$ cat config.mk
export PLATFORM = sky130hd
export DESIGN_NAME = quad_phase_cdr
export DESIGN_NICKNAME = d
export VERILOG_FILES = /design/src/rtl/quad_phase_cdr_pkg.sv /design/src/rtl/qpc_phase_decode.sv /design/src/rtl/quad_phase_cdr.sv
export SDC_FILE = /design/constraint.sdc
export NUM_CORES = 1
export LEC_CHECK = 0
export BUFFER_PORTS_ARGS = -buffer_cell sky130_fd_sc_hd__buf_2
export CAP_MARGIN = 20
export CELL_PAD_IN_SITES_DETAIL_PLACEMENT = 0
export CELL_PAD_IN_SITES_GLOBAL_PLACEMENT = 1
export CORE_UTILIZATION = 40
export CTS_CLUSTER_SIZE = 20
export DETAILED_ROUTE_END_ITERATION = 8
export PLACE_DENSITY = 0.79
export SLEW_MARGIN = 20
export SYNTH_ARGS = -nofsm -noshare
export SYNTH_HDL_FRONTEND = slang
export SYNTH_HIERARCHICAL = 1
export SYNTH_SLANG_ARGS = --single-unit
$ cat constraint.sdc
create_clock -name clk -period 3.2 [get_ports clk]
set_input_delay 0.16 -clock clk [delete_from_list [all_inputs] [get_ports clk]]
set_output_delay 0.16 -clock clk [all_outputs]
set_load 0.05 [all_outputs]
$ cat src/rtl/quad_phase_cdr_pkg.sv
// Shared types and constants for the quad-phase clock/data recovery block.
package quad_phase_cdr_pkg;

    // Sample slot within one 4-clk bit period.
    typedef logic [1:0] slot_t;

    // Legal phase words, ordered {phase0, phase90, phase180, phase270}.
    localparam logic [3:0] PH_SLOT0 = 4'b1100;
    localparam logic [3:0] PH_SLOT1 = 4'b0110;
    localparam logic [3:0] PH_SLOT2 = 4'b0011;
    localparam logic [3:0] PH_SLOT3 = 4'b1001;

    // Recovery state: hunting for the edge slot, or emitting bits.
    typedef enum logic [0:0] {
        ACQUIRE = 1'b0,
        LOCKED  = 1'b1
    } cdr_state_t;

    localparam int LOCK_THRESH_DEF = 8;
    localparam int CNT_W_DEF       = 4;

    // The data eye centre sits half a bit period away from the edge slot.
    function automatic slot_t slot_opposite(input slot_t s);
        return slot_t'(s + 2'd2);
    endfunction

endpackage

$ cat src/rtl/qpc_phase_decode.sv
// Maps the rotating four-phase word onto a slot index and flags illegal words.
module qpc_phase_decode
    import quad_phase_cdr_pkg::*;
(
    input  logic [3:0] phase_word_i,
    output slot_t      slot_o,
    output logic       legal_o
);

    // Only the four one-hot-pair rotations are legal; anything else is a glitch.
    always_comb begin
        slot_o  = 2'd0;
        legal_o = 1'b1;
        case (phase_word_i)
            PH_SLOT0: slot_o = 2'd0;
            PH_SLOT1: slot_o = 2'd1;
            PH_SLOT2: slot_o = 2'd2;
            PH_SLOT3: slot_o = 2'd3;
            default:  legal_o = 1'b0;
        endcase
    end

endmodule

$ cat src/rtl/quad_phase_cdr.sv
// 4x-oversampling CDR: votes on the slot that carries data transitions and
// emits one recovered bit per bit period from the slot opposite the edge.
module quad_phase_cdr
    import quad_phase_cdr_pkg::*;
#(
    parameter int LOCK_THRESH = LOCK_THRESH_DEF,
    parameter int CNT_W       = CNT_W_DEF
) (
    input  logic       clk,
    input  logic       init,
    input  logic       phase0,
    input  logic       phase90,
    input  logic       phase180,
    input  logic       phase270,
    input  logic       rx_in,
    output logic       bit_valid,
    output logic       bit_data,
    output logic       locked,
    output logic [1:0] sample_slot,
    output logic       phase_err
);

    localparam logic [CNT_W-1:0] THRESH  = CNT_W'(LOCK_THRESH);
    localparam logic [CNT_W-1:0] CNT_MAX = '1;
    localparam logic [CNT_W-1:0] CNT_ONE = CNT_W'(1);

    // ------------------------------------------------------------------
    // Phase decode (combinational, on the raw phase inputs)
    // ------------------------------------------------------------------
    slot_t slot_raw;
    logic  legal_raw;

    qpc_phase_decode u_decode (
        .phase_word_i ({phase0, phase90, phase180, phase270}),
        .slot_o       (slot_raw),
        .legal_o      (legal_raw)
    );

    // ------------------------------------------------------------------
    // Synchroniser and matching phase delay line
    // ------------------------------------------------------------------
    logic       rx_meta_q;
    logic       rx_s_q;
    logic       rx_prev_q;
    slot_t      slot_d1_q;
    slot_t      slot_a_q;
    logic       legal_d1_q;
    logic       legal_a_q;
    // vld_pipe_q[1]: aligned stage holds a real post-reset sample.
    // vld_pipe_q[2]: rx_prev_q also holds a real sample, so edges are meaningful.
    logic [2:0] vld_pipe_q;

    // Two-flop synchroniser for rx_in; slot/legal ride two flops alongside it.
    always_ff @(posedge clk) begin
        if (init) begin
            rx_meta_q  <= 1'b0;
            rx_s_q     <= 1'b0;
            rx_prev_q  <= 1'b0;
            slot_d1_q  <= 2'd0;
            slot_a_q   <= 2'd0;
            legal_d1_q <= 1'b0;
            legal_a_q  <= 1'b0;
            vld_pipe_q <= 3'b000;
        end else begin
            rx_meta_q  <= rx_in;
            rx_s_q     <= rx_meta_q;
            rx_prev_q  <= rx_s_q;
            slot_d1_q  <= slot_raw;
            slot_a_q   <= slot_d1_q;
            legal_d1_q <= legal_raw;
            legal_a_q  <= legal_d1_q;
            vld_pipe_q <= {vld_pipe_q[1:0], 1'b1};
        end
    end

    logic act_w;
    logic edge_w;

    // The reset values still flushing through the delay line must neither
    // look like an illegal phase word nor fabricate an edge.
    assign act_w  = vld_pipe_q[1];
    assign edge_w = vld_pipe_q[2] && (rx_s_q != rx_prev_q);

    // ------------------------------------------------------------------
    // Voting, FSM and output register
    // ------------------------------------------------------------------
    logic [3:0][CNT_W-1:0] cnt_q,   cnt_d;
    cdr_state_t            state_q, state_d;
    slot_t                 sample_slot_q, sample_slot_d;
    logic                  bit_valid_q,   bit_valid_d;
    logic                  bit_data_q,    bit_data_d;
    logic                  phase_err_q,   phase_err_d;
    logic [CNT_W-1:0]      cnt_inc;

    // Saturating increment of the counter belonging to the aligned slot.
    always_comb begin
        cnt_inc = cnt_q[slot_a_q];
        if (cnt_q[slot_a_q] != CNT_MAX) begin
            cnt_inc = cnt_q[slot_a_q] + CNT_ONE;
        end
    end

    // Next-state: illegal-phase recovery, bit emission, then edge voting.
    always_comb begin
        cnt_d         = cnt_q;
        state_d       = state_q;
        sample_slot_d = sample_slot_q;
        bit_valid_d   = 1'b0;
        bit_data_d    = bit_data_q;
        phase_err_d   = 1'b0;

        if (act_w) begin
            if (!legal_a_q) begin
                // Phase generator glitched: distrust all votes and relock.
                // sample_slot keeps its last value for visibility.
                phase_err_d = 1'b1;
                cnt_d       = '0;
                state_d     = ACQUIRE;
            end else begin
                // Emission uses the sample slot in force before any
                // re-selection made by this same edge.
                if ((state_q == LOCKED) && (slot_a_q == sample_slot_q)) begin
                    bit_valid_d = 1'b1;
                    bit_data_d  = rx_s_q;
                end

                if (edge_w) begin
                    if (cnt_inc == THRESH) begin
                        // Adopt this slot as the edge slot; the winning edge
                        // is consumed by the clear so every slot starts fresh.
                        cnt_d         = '0;
                        sample_slot_d = slot_opposite(slot_a_q);
                        state_d       = LOCKED;
                    end else begin
                        cnt_d[slot_a_q] = cnt_inc;
                    end
                end
            end
        end
    end

    // State and output registers.
    always_ff @(posedge clk) begin
        if (init) begin
            cnt_q         <= '0;
            state_q       <= ACQUIRE;
            sample_slot_q <= 2'd0;
            bit_valid_q   <= 1'b0;
            bit_data_q    <= 1'b0;
            phase_err_q   <= 1'b0;
        end else begin
            cnt_q         <= cnt_d;
            state_q       <= state_d;
            sample_slot_q <= sample_slot_d;
            bit_valid_q   <= bit_valid_d;
            bit_data_q    <= bit_data_d;
            phase_err_q   <= phase_err_d;
        end
    end

    assign bit_valid   = bit_valid_q;
    assign bit_data    = bit_data_q;
    assign locked      = (state_q == LOCKED);
    assign sample_slot = sample_slot_q;
    assign phase_err   = phase_err_q;

endmodule
==> out/qor.csv <==
metric;value;unit
outcome;completed;
flops & latches, synth;34;
clk buf depth;2;
post-route ant nets;0;
P_leak;0.686;nW
gpl congestion;0.877;
full die area;0.00448;mm2
Mapped Area;0.00169;mm2
total power;949;uW
post-route design area;0.00189;mm2
Iter 0 DRT Violations;128;
RSZ-0062 raised after global routing;false;
post-synthesis sequential area ratio;40.4;%
HP Class;in2reg;
first-pass GRT wire length;6530;um
top-count cell post-synth;dfxtp_1;
die height;66.9;um
critical setup path kind;reg2reg;
Final Non-Filler Cells;244;
CTS tree;yes;
Fin. Hold Viols;0;
WL/cell;15.8;um
share of the cycle needed by the critical path after routing;89.1;%
number of global-route vias before repair;1463;
Core Util, Final;46.8;%
Syn. warnings;6;
Tmin final;2850;ps
top cells by count, synth;dfxtp_1, nor2b_1, nor2_1, o2111ai_1;
Max Slew Vio Count;0;
ant diodes;0;
Clock Latency Late Sink;290;ps
Clock transition at path regs;70;ps
Post-synth EDFFs;0;
grt ovf;0;
crit path capture type;flop;
Worst EP required;3400;ps
Root Buffer Master;clkbuf_8;
WP data arrival;3060;ps
worst setup path start;slot_a_q[0];
Tightest Pin Transition;712;ps
NumNets Final;201;
H-tree depth;2;
share of flip-flops with an asynchronous set or reset;0;%
hpwl dp;2810;um
Top Ports;13;
die width;66.9;um
Critical Path Source Type;flop;
area growth from synthesis to layout;11.9;%
Final setup viols;0;
HP Start;rx_in;
drt drc;0;
CP max FO;17;
effective utilization at floorplan;41.9;%
post-synth net total;192;
CTS resizes;0;
achievable frequency;351;MHz
cell count after placement;236;
Post-Place Cell Area;0.00175;mm2
Routed WL;3850;um
Post-CTS Hold Buffers;0;
cells after synthesis;184;
I/O Buffers;12;
Pwr Density;503;mW/mm2
initial antenna violation count;0;
core box area;0.00403;mm2
Synth Area per Inst;9.17;um2
reg-to-reg critical path startpoint;slot_a_q[0];
top cells by area, synth;dfxtp_1, o2111ai_1, nor2b_1;
Post-CTS Setup Bufs;0;
Final Skew;5.99;ps
setup TNS;0;ps
pin count of the biggest net entering global routing;33;
maxcap violations;0;
Yosys top cell area share;40.4;%
CTS Buf Count;5;
worst vdd ir;296;uV
first drt pass iteration count;4;
std cell rows;23;
Rel. slew slack;52.0;%
Tot GR Track Use;19.8;%
layout cells sized above 1;14.9;%
via density per instance;6.06;
total number of vias;1479;
CTS Sinks;34;
dominant cell type by area after synthesis;dfxtp_1;
synth unique cells;37;
Post-synth top flop;dfxtp_1;
==> worst paths after layout <==
check        slack [ps]          end  cells past startpoint
min                  90    rx_meta_q                      2
min reg2reg         440  slot_a_q[1]                      1
max                 350    cnt_q[14]                      6
max reg2reg         350    cnt_q[14]                      6
==> routing by layer <==
metal  vias up  share of wire, %  track usage [%]
li1        703                 -                -
met3        15               6.6             5.31
met4         0               3.2             12.2
met5         -                 0                0
met1       693                43             23.1
met2        68                48             31.7
==> final cells by class <==
| cell class | instances | area (um2) |
|---|---|---|
| timing repair buffer | 14 | 75.1 |
| sequential | 34 | 681 |
| inverter | 8 | 30.0 |
| multi-input combinational | 130 | 901 |
| clock buffer | 5 | 68.8 |
| fill | 392 | 2140 |
| tap | 50 | 62.6 |
| clock inverter | 3 | 68.8 |
==> critical path: stages, from the launching register on <==
cell,delay (ps)
dfxtp_1,430
mux4_2,610
ha_1,350
nor2b_1,380
o21a_1,560
o2111ai_1,230
a21oi_1,210
==> flip-flops by register name, indices dropped and copies added (netlist names) <==
register     count
cnt_q           16
vld_pipe_q       3
sample_slot      2
slot_a_q         2
slot_d1_q        2
bit_data         1
bit_valid        1
legal_a_q        1
legal_d1_q       1
locked           1
phase_err        1
rx_meta_q        1
rx_prev_q        1
rx_s_q           1
==> layout by cell type (no fill, tap or decap), drive strengths merged, types with 3 or more instances in the layout <==
master,synthesis,routed
dfxtp,34,34
mux4,4,4
nand2b,3,3
o21ai,19,19
nor2b,16,16
o32ai,4,4
nor3,9,9
and2,3,3
clkbuf,7,5
nor2,13,13
o211ai,8,8
a21oi,11,11
inv,8,8
buf,5,14
xor2,3,3
o2111ai,12,12
nand2,6,6
==> report_power, final <==
group	total, mW	internal [mW]	switching (mW)	leakage [nW]
registers	0.435	0.429	0.00584	0.276
logic	0.0481	0.0167	0.0314	0.342
clock network	0.466	0.312	0.154	0.0683
total	0.949	0.758	0.191	0.686
==> cells by family after synthesis <==
| family | Yosys count | share of synthesized area [%] |
|---|---|---|
| AO/OA/AOI/OAI | 60 | 23.8 |
| XOR/XNOR | 5 | 2.60 |
| adder cells (fa/ha/maj) | 1 | 0.742 |
| buffers and inverters | 20 | 6.23 |
| flip-flops | 34 | 40.4 |
| multiplexers | 7 | 7.42 |
| AND/OR/NAND/NOR | 57 | 18.8 |
==> per-stage QoR <==
stage | hold WS, ps | setup slack [ps]
CTS | 75.6 | 423
global route | 79.0 | 210
detailed placement | 377 | 450
finish | 89.3 | 349
floorplan | 239 | 698
global placement | 379 | 607
Note: power is estimated with default switching activity, not from simulation.
